--- src/rtl/alu_ctrl_pkg.sv ---
// Shared encodings for the registered ALU control: ALU_op classes, funct
// constants, output ALU codes and the multi-cycle sequencer state type.
package alu_ctrl_pkg;

  typedef enum logic [1:0] {
    ALUOP_ADD   = 2'b00,
    ALUOP_SUB   = 2'b01,
    ALUOP_FUNCT = 2'b10,
    ALUOP_SLT   = 2'b11
  } alu_op_e;

  // Input funct field values
  localparam logic [5:0] F_ADDU  = 6'b001011;
  localparam logic [5:0] F_SUBU  = 6'b001101;
  localparam logic [5:0] F_SLL   = 6'b100110;
  localparam logic [5:0] F_SRL   = 6'b100111;
  localparam logic [5:0] F_SLLV  = 6'b110110;
  localparam logic [5:0] F_MULTU = 6'b011001;
  localparam logic [5:0] F_DIVU  = 6'b011011;

  // Output ALU function codes
  localparam logic [5:0] C_NOP   = 6'b000000;
  localparam logic [5:0] C_ADD   = 6'b001001;
  localparam logic [5:0] C_SUB   = 6'b001010;
  localparam logic [5:0] C_SLT   = 6'b101010;
  localparam logic [5:0] C_SLL   = 6'b100001;
  localparam logic [5:0] C_SRL   = 6'b100010;
  localparam logic [5:0] C_SLLV  = 6'b110101;
  localparam logic [5:0] C_MULTU = 6'b011001;
  localparam logic [5:0] C_DIVU  = 6'b011011;

  typedef enum logic [1:0] {
    S_IDLE = 2'd0,
    S_MUL  = 2'd1,
    S_DIV  = 2'd2
  } mc_state_e;

endpackage

--- src/rtl/alu_ctrl_decode.sv ---
// Pure combinational ALU_op/funct decode: function code plus multi-cycle,
// divide and undefined-funct flags.
module alu_ctrl_decode
  import alu_ctrl_pkg::*;
#(
  parameter int FUNCT_W = 6
) (
  input  logic [1:0]         alu_op,
  input  logic [FUNCT_W-1:0] funct,
  output logic [FUNCT_W-1:0] code,
  output logic               is_mc,
  output logic               is_div,
  output logic               illegal
);

  always_comb begin
    code    = FUNCT_W'(C_NOP);
    is_mc   = 1'b0;
    is_div  = 1'b0;
    illegal = 1'b0;
    case (alu_op)
      ALUOP_ADD: code = FUNCT_W'(C_ADD);
      ALUOP_SUB: code = FUNCT_W'(C_SUB);
      ALUOP_SLT: code = FUNCT_W'(C_SLT);
      default: begin
        case (funct)
          FUNCT_W'(F_ADDU):  code = FUNCT_W'(C_ADD);
          FUNCT_W'(F_SUBU):  code = FUNCT_W'(C_SUB);
          FUNCT_W'(F_SLL):   code = FUNCT_W'(C_SLL);
          FUNCT_W'(F_SRL):   code = FUNCT_W'(C_SRL);
          FUNCT_W'(F_SLLV):  code = FUNCT_W'(C_SLLV);
          FUNCT_W'(F_MULTU): begin
            code  = FUNCT_W'(C_MULTU);
            is_mc = 1'b1;
          end
          FUNCT_W'(F_DIVU): begin
            code   = FUNCT_W'(C_DIVU);
            is_mc  = 1'b1;
            is_div = 1'b1;
          end
          default: illegal = 1'b1;
        endcase
      end
    endcase
  end

endmodule

--- src/rtl/alu_control_mc.sv ---
// Registered ALU control at ID/EX with MULTU/DIVU latency sequencing and stall.
// Optional sticky illegal-funct flag: define ALU_CTRL_ILLEGAL_TRAP_EN.
module alu_control_mc
  import alu_ctrl_pkg::*;
#(
  parameter int FUNCT_W = 6,
  parameter int MUL_LAT = 4,
  parameter int DIV_LAT = 32
) (
  input  logic               clk,
  input  logic               rst_n,
  input  logic               valid_in,
  input  logic [1:0]         ALU_op,
  input  logic [FUNCT_W-1:0] funct_ctrl,
  input  logic               flush,
  output logic [FUNCT_W-1:0] funct_out,
  output logic               valid_out,
  output logic               busy,
  output logic               mc_start,
  output logic               mc_is_div,
  output logic               hilo_we,
  output logic               illegal
);

  localparam int MAX_LAT = (MUL_LAT > DIV_LAT) ? MUL_LAT : DIV_LAT;
  localparam int CNT_W   = $clog2(MAX_LAT) + 1;

`ifdef ALU_CTRL_ILLEGAL_TRAP_EN
  localparam bit TRAP_EN = 1'b1;
`else
  localparam bit TRAP_EN = 1'b0;
`endif

  logic [FUNCT_W-1:0] dec_code;
  logic               dec_mc, dec_div, dec_illegal;
  logic               accept;
  mc_state_e          state, state_nx;
  logic [CNT_W-1:0]   cnt, cnt_nx;

  alu_ctrl_decode #(.FUNCT_W(FUNCT_W)) u_dec (
    .alu_op  (ALU_op),
    .funct   (funct_ctrl),
    .code    (dec_code),
    .is_mc   (dec_mc),
    .is_div  (dec_div),
    .illegal (dec_illegal)
  );

  assign busy   = (state != S_IDLE);
  assign accept = valid_in & ~busy & ~flush;

  always_ff @(posedge clk or negedge rst_n) begin
    if (!rst_n) begin
      state <= S_IDLE;
      cnt   <= '0;
    end else begin
      state <= state_nx;
      cnt   <= cnt_nx;
    end
  end

  // hilo_we is decoded from the current state, so a flush arriving in the
  // completion cycle cannot retract it.
  always_comb begin
    state_nx = state;
    cnt_nx   = cnt;
    hilo_we  = 1'b0;
    case (state)
      S_IDLE: begin
        if (accept && dec_mc) begin
          state_nx = dec_div ? S_DIV : S_MUL;
          cnt_nx   = dec_div ? CNT_W'(DIV_LAT - 1) : CNT_W'(MUL_LAT - 1);
        end
      end
      S_MUL, S_DIV: begin
        if (cnt == '0) begin
          hilo_we  = 1'b1;
          state_nx = S_IDLE;
        end else begin
          cnt_nx = cnt - 1'b1;
        end
      end
      default: state_nx = S_IDLE;
    endcase
    if (flush) begin
      state_nx = S_IDLE;
      cnt_nx   = '0;
    end
  end

  always_ff @(posedge clk or negedge rst_n) begin
    if (!rst_n) begin
      funct_out <= '0;
      valid_out <= 1'b0;
      mc_start  <= 1'b0;
      mc_is_div <= 1'b0;
      illegal   <= 1'b0;
    end else begin
      valid_out <= accept;
      mc_start  <= accept & dec_mc;
      if (accept) funct_out <= dec_code;
      // Type is held through completion so hilo_we consumers can use it.
      if (accept && dec_mc) mc_is_div <= dec_div;
      illegal <= illegal | (TRAP_EN & accept & dec_illegal);
    end
  end

endmodule

--- config.mk ---
export PLATFORM = sky130hd
export DESIGN_NAME = alu_control_mc
export DESIGN_NICKNAME = d
export VERILOG_FILES = /design/src/rtl/alu_ctrl_pkg.sv /design/src/rtl/alu_ctrl_decode.sv /design/src/rtl/alu_control_mc.sv
export SDC_FILE = /design/constraint.sdc
export NUM_CORES = 1
export LEC_CHECK = 0
export CAP_MARGIN = 10
export CORE_AREA = 2 2 56 63
export CTS_CLUSTER_SIZE = 10
export DETAILED_ROUTE_END_ITERATION = 8
export DIE_AREA = 0 0 58 65
export MAX_ROUTING_LAYER = met4
export PLACE_DENSITY = 0.56
export SETUP_SLACK_MARGIN = 0.1
export SLEW_MARGIN = 0
export SYNTH_ARGS = -nofsm -noshare
export SYNTH_HDL_FRONTEND = slang
export SYNTH_HIERARCHICAL = 1
export SYNTH_SLANG_ARGS = --single-unit
--- constraint.sdc ---
create_clock -name clk -period 2.5 [get_ports clk]
set_input_delay 0.5 -clock clk [delete_from_list [all_inputs] [get_ports clk]]
set_output_delay 0.5 -clock clk [all_outputs]
set_load 0.01 [all_outputs]
# Yosys cells after proc, flatten, opt, wreduce, memory -nomap -nowiden
# Cells that the tools add are included.
[totals] regBits=17 wordCells=55 output_inout_bits=12 inputBits=12
[op_classes] muxes=18 add_sub_neg=1 n_bitwise=5 reduce_logical=11 eq_ne=14
[ops] operator="6-bit one-hot mux with 7 select lines" n=1
[ops] operator="6-bit equality test (second input constant)" n=3
[ops] operator="6-bit two-way mux" n=3
[ops] operator="6-bit one-hot mux with 3 select lines" n=1
[ops] operator="6-bit by 4-bit equality test with 1-bit output (second input constant)" n=2
[ops] operator="6-bit by 5-bit equality test with 1-bit output (second input constant)" n=2
[ops] operator="6-bit one-hot mux with 2 select lines" n=1
[ops] operator="3-bit != test (second input constant)" n=3
[ops] operator="2-bit two-way mux" n=4
[ops] operator="6-bit logical NOT" n=1
[ops] operator="1-bit two-way mux" n=6
[ops] operator="6-bit by 1-bit subtractor with 6-bit output (second input constant)" n=1
[ops] operator="5-bit two-way mux" n=1
[ops] operator="2-bit by 1-bit equality test with 1-bit output (second input constant)" n=2
[ops] operator="2-bit equality test (second input constant)" n=2
[ops] operator="2-bit logical NOT" n=2
[ops] operator="2-bit one-hot mux with 2 select lines" n=1
[ops] operator="2-bit OR reduction" n=2
[ops] operator="1-bit AND" n=3
[ops] operator="3-bit AND reduction" n=1
[ops] operator="3-bit nonzero test" n=1
[ops] operator="3-bit OR reduction" n=1
[ops] operator="1-bit inverter" n=2
[ops] operator="2-bit AND reduction" n=1
[ops] operator="other kinds (2)" n=2

# Logic depth before layout (Yosys ltp)
# Gate-level depths: netlist (run 1).
[depth] word_depth=8 ltp_mapped=7 mapped_depth_nobuf=7

# Modules after synthesis
# The synthesis (run 1) kept the hierarchy.
[by_module_without_submodules] module="alu_control_mc" seq_area_each_um2=425.4 area_each_um2=887.1 instances=1 cells_per_inst=86
[by_module_without_submodules] module="alu_ctrl_decode" seq_area_each_um2=0.0 area_each_um2=182.7 instances=1 cells_per_inst=26

# Worst setup path after synthesis (run 1)
# No wires, ideal clock.
[synth_timing] path_kind="input to register" startpoint="input port funct_ctrl[2]" endpoint="register cnt[5]" required_ps=2418 setup_ps=82 path_buffers=0 path_stages=6 arrival_ps=1751 path_slack_ps=667 cell_sequence="nand4bb_1 nor2_1 and3_2 nor2_1 or4_1 a31oi_1"
[synth_via] elab_chain_len=7 word_cells_on_any_way=8 classes_between="3 x eq/ne; 2 x mux; 3 x reduce/logical"
[synth_rtl] element="start: declaration" line_no="alu_control_mc.sv:14" text="input logic [FUNCT_W-1:0] funct_ctrl,"
[synth_rtl] element="6-bit by 5-bit equality test with 1-bit output, on equally long branches"
[synth_rtl] element="2-bit OR reduction (no line) (*)"
[synth_rtl] element="1-bit two-way mux (*)" line_no="alu_ctrl_decode.sv:26" text="case (funct)"
[synth_rtl] element="1-bit two-way mux (*)" line_no="alu_ctrl_decode.sv:21" text="case (alu_op)"
[synth_rtl] element="net dec_mc" line_no="alu_control_mc.sv:35" text="logic dec_mc, dec_div, dec_illegal;"
[synth_rtl] element="1-bit logical AND (*)" line_no="alu_control_mc.sv:70" text="if (accept && dec_mc) begin"
[synth_rtl] element="3-bit != test (no line) (*)"
[synth_rtl] element="3-bit AND reduction (no line) (*)"
[synth_rtl] element="end signal: assignment" line_no="alu_control_mc.sv:58" text="cnt <= cnt_nx;"
[synth_rtl] element="end: declaration" line_no="alu_control_mc.sv:38" text="logic [CNT_W-1:0] cnt, cnt_nx;"
# Mark *: on every way through the listed nets, which the timed path passes. The rest lies on a longest branch.
# A chain may end at the register's enable or synchronous reset.

# Worst setup path in the final report (run 1)
[layout_timing] startpoint="register state[1]" endpoint="output port hilo_we"
[layout_via] elab_chain_len=3 word_cells_on_any_way=4 classes_between="2 x eq/ne; 1 x mux; 1 x reduce/logical"
[layout_rtl] element="start: declaration" line_no="alu_control_mc.sv:37" text="mc_state_e state, state_nx;"
[layout_rtl] element="start signal: assignment" line_no="alu_control_mc.sv:57" text="state <= state_nx;"
[layout_rtl] element="2-bit by 1-bit equality test with 1-bit output / 2-bit equality test (equally long branches)" line_no="alu_control_mc.sv:68" text="case (state)"
[layout_rtl] element="2-bit OR reduction (*)" line_no="alu_control_mc.sv:68"
[layout_rtl] element="1-bit two-way mux (*)" line_no="alu_control_mc.sv:68"
[layout_rtl] element="end: declaration" line_no="alu_control_mc.sv:21" text="output logic hilo_we,"
# Mark *: on every way between the ends. The rest lies on a longest branch, timed or not.

==> run metrics, run 1 <==
num ports 24; CP Class reg -> out; Slew @ Worst Pin 0.615 ns; DRC 0; clock skew 0.00864 ns; number of maximum-capacitance violations 0; CTS sink cnt 17; largest net degree at the start of global routing 11; critical path data arrival time 1.70 ns; vias in the first global route 968; clk buf depth 2; dpl hpwl 1.91 mm; # setup viols final 0; sw frac 0.243; Cells after Synth 110; clock power share 0.275; RSZ-0062 raised after global routing no; initial antenna violation count 0; Int Pwr 404 µW; critical path startpoint category register; CP Max Fanout 2; synth warn 6; postcts setup bufs 0; status complete, no violations; min Tclk post-route 2.20 ns; RD Place Congestion 0.838; post-route ant nets 0; R2R depth 6; DRT Pass-1 Iters 3; worst path cell trace inv_1, ha_1, nor4bb_4, and2_1, dlygate4sd2_1; GRT Total Usage 0.146; initial DRC count 13; Port Buffer Count 22; # rows 22; # fillers 321; Final Max Slew Viols 0; GRT overflow 0; vias per cell 5.15; Initial Util 0.330; die height 65 µm; Detailed Route WL 2.33 mm; slowest stage delay, CP 0.37 ns; clock buffer count from CTS 3; Hold Path Cell Cnt 1; Syn Area/Cell 9.59 µm²; die width 58 µm; Synthesized Nets 125; Clock H-tree levels 1; die area 0.00377 mm²; Max Freq 0.454 GHz; share of layout cells above drive strength 1 0.189; Switch Pwr 130 µW; TNS Setup 0 ns; Final Hold Fails 0; CTS tree built; Core Box Area 0.00319 mm²; CP top delay family simple AND/OR/NAND/NOR gates; Max-slew headroom 0.585; Clock transition at path regs 0.09 ns; DR WL/cell 13.0 µm; Sequential Power Share 0.543; first-pass GRT wire length 4.25 mm; Root Buffer clkbuf_4; cell area after synthesis 0.00105 mm²; Critical Path Slowest Stage Cell dfrtp_1; final total power 534 µW; Hold Path Class reg -> reg; Req. time, crit path 2.00 ns; worst path buffer plus inverter count 2; via count 921; Gate power share 0.182; Inserted Diodes 0; Cell Pwr Density 380 mW/mm²; Clk Latency, worst-skew pair 0.29 ns; critical path depth 5; NumNets Final 159; post-route clock period utilization 0.881; maximum VDD drop 0.204 mV; Leakage 0.603 nW; final core utilization 0.440; Area Overhead vs Synth 33.2%; Worst Setup End Kind output pin
==> timing repair <==
action                     CTS  global route
resized for setup            3             0
hold buffers                 0             0
setup endpoints to repair    1             0
==> power by group through the flow <==
stage / sequential [mW] / clock, mW / combinational (mW)
after detailed placement: 0.296 / 0 / 0.0974
after global placement: 0.295 / 0 / 0.0968
after global routing: 0.291 / 0.165 / 0.106
final: 0.290 / 0.147 / 0.0973
after CTS: 0.290 / 0.153 / 0.0982
after floorplan: 0.300 / 0 / 0.0305
==> stage by stage <==
step / cell area [µm²] / hold slack [ns] / setup slack [ns] / std cells
2_1_floorplan: 1050 / 0.204 / 0.667 / 110
3_3_place_gp: 1370 / 0.482 / 0.148 / 175
4_1_cts: 1410 / 0.510 / 0.273 / 179
5_1_grt: 1410 / 0.542 / 0.140 / 179
6_report: 1410 / 0.506 / 0.297 / 179
3_5_place_dp: 1370 / 0.487 / 0.0731 / 175
==> path summary, 6_finish.rpt <==
| check | slack (ns) | from | to |
|---|---|---|---|
| max | 0.30 | state[1] | hilo_we |
| min | 0.51 | state[0] | state[0] |
| max reg2reg | 0.44 | cnt[0] | state[1] |
| min reg2reg | 0.51 | state[0] | state[0] |
| max in group asynchronous | 1.47 | rst_n | cnt[1] |
| min in group asynchronous | 0.53 | rst_n | cnt[5] |
==> area by class of cell <==
| class | instances | area, µm² | area share |
|---|---|---|---|
| repair buffers | 32 | 294 | 0.209 |
| flip-flops and latches | 17 | 425 | 0.303 |
| inverters | 8 | 30.0 | 0.0214 |
| clock buffers | 4 | 26.3 | 0.0187 |
| multi-input cells | 82 | 584 | 0.416 |
| well taps | 36 | 45.0 | 0.0321 |
==> layer usage <==
layer | GRT usage | part of all wire | vias to the layer above
li1 | - | - | 463
met1 | 0.168 | 0.43 | 439
met2 | 0.260 | 0.53 | 17
met3 | 0.0160 | 0.031 | 2
met4 | 0.0523 | 0.0060 | 0
met5 | - | 0 | -
==> flip-flops by register name, indices dropped and copies added (netlist names) <==
name / cells
mc_start: 1
mc_is_div: 1
funct_out: 6
valid_out: 1
cnt: 6
state: 2
==> cell usage in the layout, fill, tap and decap left out, types with 2 or more instances in the layout <==
| master | count |
|---|---|
| nand3b_1 | 4 |
| clkbuf_4 | 3 |
| nor2_1 | 13 |
| ha_1 | 3 |
| or2_1 | 2 |
| inv_1 | 8 |
| nor3_1 | 2 |
| buf_4 | 10 |
| nand2_1 | 6 |
| a21oi_1 | 6 |
| dfrtp_1 | 17 |
| a31oi_1 | 3 |
| o21ai_0 | 6 |
| clkdlybuf4s50_1 | 21 |
| and2_1 | 3 |
| a32o_1 | 2 |
| mux2_2 | 7 |
| a211oi_1 | 2 |
Note: power is estimated with default switching activity, not from simulation.
==> run 2, diff against run 1 <==
SKIP_CTS_REPAIR_TIMING = 1   (was unset)
TNS_END_PERCENT = 5   (was unset)
==> run 2 against run 1 <==
  * Critical path type is now in -> reg
  * Critical endpoint is now cnt[5]
  * Register-to-register slack improved by 0.03 ns
  * First-iteration DRC count fell by 7.7%
  * Utilization rose by 1.1 points
  * Clock power barely moved
  * Highest routed layer unchanged
  * Via count rose by 2.2%
  * Setup slack improved by 0.083 ns
  * Largest cell class unchanged
  * Global-route usage fell by 0.13 points
  * Clock skew fell by 0.0013 ns
  * Sequential cell count did not move
==> run metrics, run 2 (same netlist as run 1, synthesis figures left out) <==
Hold Path Cell Cnt 1 (unchanged); Cell Pwr Density 371 mW/mm² (-2.4%); CTS tree built; Clock H-tree levels 1 (unchanged); first-pass GRT wire length 4.21 mm (-0.96%); Clock transition at path regs 0.10 ns (about the same); RD Place Congestion 0.838 (unchanged); critical path data arrival time 2.33 ns (+0.63 ns); CTS sink cnt 17 (unchanged); Inserted Diodes 0 (unchanged); hold path start state[0]; CP Max Fanout 6 (+4); worst path buffer plus inverter count 1 (-1); clock buffer count from CTS 3 (unchanged); Max Freq 0.472 GHz (+3.9%); Root Buffer clkbuf_4; DRT Pass-1 Iters 4 (+1); initial DRC count 12 (-1); num ports 24 (unchanged); Req. time, crit path 2.71 ns (+0.71 ns); vias per cell 5.14 (about the same); largest net degree at the start of global routing 11 (unchanged); r2r startpoint cnt[1]; RSZ-0062 raised after global routing no; DRC 0 (unchanged); Leakage 0.640 nW (+6.1%); maximum VDD drop 0.203 mV (-0.62%); RR Endpoint state[1]; share of layout cells above drive strength 1 0.211 (+0.0221); Worst Setup End Kind register; Largest regs cnt (6), funct_out (6), state (2); Critical Path Slowest Stage Cell clkdlybuf4s50_1; dpl hpwl 1.91 mm (unchanged); CP top delay family simple AND/OR/NAND/NOR gates; Core Box Area 0.00319 mm² (unchanged); clk buf depth 2 (unchanged); die width 58 µm (unchanged); Setup WS pre-CTS 0.0731 ns (unchanged); Area Overhead vs Synth 36.4%; commonest non-fill, non-tap cells in the layout clkdlybuf4s50_1 (21), dfrtp_1 (17), buf_4 (14), nor2_1 (13), inv_1 (8); DR WL/cell 12.8 µm (-1.3%); Max-slew headroom 0.583 (-0.00110); Detailed Route WL 2.35 mm (+0.90%); min Tclk post-route 2.12 ns (-0.0827 ns); initial antenna violation count 0 (unchanged); # rows 22 (unchanged); Final Max Slew Viols 0 (unchanged); setup slack after layout 0.379 ns (+0.0827 ns); reg-to-reg slack, setup 0.47 ns (+0.03 ns); Hold Path Class reg -> reg; Slew @ Worst Pin 0.617 ns (+0.00162 ns); critical path startpoint category primary input; Final Hold Fails 0 (unchanged); post-route ant nets 0 (unchanged); crit-path most repeated cell nor2_1; most common cell after layout, fill and taps aside clkdlybuf4s50_1; Port Buffer Count 22 (unchanged); Clk Latency, worst-skew pair 0.28 ns (about the same); status complete, no violations; vias in the first global route 961 (-0.72%); WHS Endpoint state[0]; worst path cell trace clkdlybuf4s50_1, nand4bb_1, nor2_1, and3_2, nor2_1, or4_1, a31oi_1; die area 0.00377 mm² (unchanged); # setup viols final 0 (unchanged); via count 941 (+2.2%); Initial Util 0.330 (unchanged); slowest stage delay, CP 0.55 ns (+0.18 ns); clock skew 0.00730 ns (-0.00134 ns); NumNets Final 163 (+2.5%); GRT Total Usage 0.145 (-0.00128); R2R depth 6 (unchanged); GRT overflow 0 (unchanged); number of maximum-capacitance violations 0 (unchanged); post-route clock period utilization 0.848 (-0.0331); WHS 0.507 ns (+0.000783 ns); die height 65 µm (unchanged); CP Class in -> reg
==> run 2: cell count changes in the layout (fill, tap and decap cells not counted) <==
cell	before	now
buf_4	10	14
dlymetal6s2s_1	0	1
dlygate4sd2_1	1	0
==> run 2: how the worst max path moves through the flow <==
stage / cells past startpoint / to / slack [ns] / from
2_1_floorplan: 6 / cnt[5] / 0.67 / funct_ctrl[2]
5_1_grt: 7 / cnt[1] / 0.26 / funct_ctrl[3]
3_5_place_dp: 7 / cnt[5] / 0.07 / funct_ctrl[3]
6_report: 7 / cnt[5] / 0.38 / funct_ctrl[3]
3_3_place_gp: 7 / cnt[5] / 0.15 / funct_ctrl[3]
4_1_cts: 5 / hilo_we / -0.06 / state[1]
==> run 2: layer usage <==
metal | wire, µm | global-route usage | share of wire
met1 | 996 | 0.167 | 0.42
met3 | 90 | 0.0160 | 0.038
met5 | 0 | - | 0
met4 | 14 | 0.0523 | 0.0060
met2 | 1250 | 0.257 | 0.53
==> run 2: area by class of cell <==
class	instances	area, µm²
clock buffers	4	26.3
fillers	321	1750
inverters	8	30.0
multi-input cells	82	584
flip-flops and latches	17	425
well taps	36	45.0
repair buffers	36	328
==> run 2: through the flow <==
step / cells / utilization / setup TNS [ns] / power (mW) / cell area, µm²
finish: 183 / 0.451 / 0 / 0.534 / 1440
global route: 183 / 0.451 / 0 / 0.563 / 1440
CTS: 179 / 0.436 / -0.0629 / 0.541 / 1390
detailed placement: 175 / 0.428 / 0 / 0.393 / 1370
global placement: 175 / 0.428 / 0 / 0.392 / 1370
floorplan: 110 / - / 0 / 0.331 / 1050
==> run 2: power breakdown <==
part	total (mW)	switching [mW]	internal, mW	leakage (nW)
clock	0.146	0.0845	0.0619	0.0150
sequential	0.290	0.00489	0.285	0.228
combinational	0.0976	0.0403	0.0573	0.397
total	0.534	0.130	0.404	0.640
==> run 3, diff against run 2 <==
PLACE_DENSITY = 0.58   (was 0.56)
clock period = 1.8 ns   (was 2.5 ns; I/O delays follow)
==> run 3 against run 2 <==
  * The run now ends with setup timing left
  * Hold slack got worse by 0.12 ns
  * Sequential share of layout area down 3.5 points
  * Clock-buffer cell count unchanged
  * Final cell count rose by 9.8%
  * Non-clock buffer count grew 18
  * Largest cell class unchanged
  * Highest routed layer unchanged
==> run metrics, run 3 (same netlist as run 1, synthesis figures left out) <==
Inserted Diodes 0 (unchanged); failing checks setup timing; CTS sink cnt 17 (unchanged); die height 65 µm (unchanged); NumNets Final 181 (+11%); # rows 22 (unchanged); Area Overhead vs Synth 54.9%; worst path buffer plus inverter count 2 (+1); critical path startpoint category register; number of maximum-capacitance violations 0 (unchanged); initial DRC count 35 (+23); Cells after DPL 194 (+11%); via count 1069 (+14%); Final Hold Fails 0 (unchanged); slowest stage delay, CP 0.39 ns (-0.16 ns); RSZ-0062 raised after global routing yes; Clk Latency, worst-skew pair 0.29 ns (about the same); setup slack after layout -0.0532 ns (-0.433 ns); largest net degree at the start of global routing 18 (+7); critical path data arrival time 1.49 ns (-0.84 ns); Leakage 0.748 nW (+17%); Initial Util 0.330 (unchanged); Detailed Route WL 2.72 mm (+16%); reg-to-reg slack, setup 0.02 ns (-0.45 ns); CP Max Fanout 2 (-4); initial antenna violation count 0 (unchanged); maximum VDD drop 0.323 mV (+59%); die area 0.00377 mm² (unchanged); min Tclk post-route 1.85 ns; # setup viols final 2 (+2); num ports 24 (unchanged); DRC 0 (unchanged); # fillers 301 (-6.2%); die width 58 µm (unchanged); vias per cell 5.32 (+3.4%); DRT Pass-1 Iters 4 (unchanged); CP top delay family simple AND/OR/NAND/NOR gates; most common cell after layout, fill and taps aside buf_4; final core utilization 0.512 (+0.0611); status complete, but fails checks; Cell Pwr Density 467 mW/mm² (+26%); Max Freq 0.540 GHz; Critical Path Slowest Stage Cell dfrtp_1; clock buffer count from CTS 3 (unchanged); Port Buffer Count 22 (unchanged); dpl hpwl 2.08 mm (+8.9%); Clock H-tree levels 1 (unchanged); Clock transition at path regs 0.10 ns (about the same); commonest non-fill, non-tap cells in the layout buf_4 (32), clkdlybuf4s50_1 (20), dfrtp_1 (17), nor2_1 (12), mux2_2 (7); fin area 0.00163 mm² (+14%); GRT overflow 0 (unchanged); Req. time, crit path 1.44 ns (-1.27 ns); Root Buffer clkbuf_4; non-filler cells in the finished layout 201 (+9.8%); Core Box Area 0.00319 mm² (unchanged); DP Area 0.00152 mm² (+11%); Worst Setup End Kind output pin; CP Class reg -> out; share of layout cells above drive strength 1 0.352 (+0.141); CTS tree built; worst path cell trace inv_1, ha_4, nor4bb_4, and2_1, buf_2; post-route clock period utilization 1.03; post-route ant nets 0 (unchanged); first-pass GRT wire length 4.52 mm (+7.4%); GRT Total Usage 0.161 (+0.0164); DR WL/cell 13.5 µm (+5.4%); Final Max Slew Viols 0 (unchanged); RD Place Congestion 0.936 (+12%); clock skew 0.00508 ns (-0.00222 ns); vias in the first global route 1049 (+9.2%); clk buf depth 2 (unchanged); Hold Path Class in -> async; Largest regs cnt (6), funct_out (6), state (2)
## run 3: cell type report
cell class	instances	area (µm²)	share of cell area
Multi-Input combinational cell	82	649	0.397
Inverter	8	30.0	0.0184
Sequential cell	17	425	0.260
Tap cell	36	45.0	0.0276
Clock buffer	4	26.3	0.0161
Timing Repair Buffer	54	458	0.280
## run 3: path summary, 6_finish.rpt
check / start / end / cells after the start
max: cnt[0] / hilo_we / 5
min: rst_n / valid_out / 2
max reg2reg: cnt[0] / state[1] / 6
min reg2reg: funct_out[3] / funct_out[3] / 1
max in group asynchronous: rst_n / mc_start / 2
min in group clk: funct_out[3] / funct_out[3] / 1
## run 3: per-layer routing
| metal | part of all wire | routed length, µm | global-route usage | vias to the layer above |
|---|---|---|---|---|
| li1 | - | - | - | 508 |
| met1 | 0.42 | 1160 | 0.180 | 517 |
| met2 | 0.51 | 1390 | 0.281 | 38 |
| met3 | 0.046 | 125 | 0.0259 | 6 |
| met4 | 0.017 | 47 | 0.0698 | 0 |
| met5 | 0 | 0 | - | - |
## run 3: power by group
group	switching [mW]	total [mW]	internal [mW]
combinational	0.0623	0.154	0.0913
sequential	0.00614	0.402	0.396
clock	0.121	0.207	0.0862
total	0.189	0.763	0.573
## run 3: worst register-to-register path, cell delays in order (launching register included)
cell and delay (ns):
dfrtp_1 0.39, inv_1 0.10, ha_4 0.14, or2b_2 0.32, o41ai_2 0.33, a21oi_1 0.16, a32o_1 0.23
## run 3: stage by stage
stage	hold slack (ns)	setup TNS, ns	total power, mW	setup slack, ns
detailed placement	0.482	-2.57	0.558	-0.417
global placement	0.482	-1.90	0.554	-0.361
finish	0.391	-0.0999	0.763	-0.0532
CTS	0.394	-0.894	0.770	-0.630
floorplan	0.0644	0	0.459	0.107
global route	0.401	-0.335	0.804	-0.143
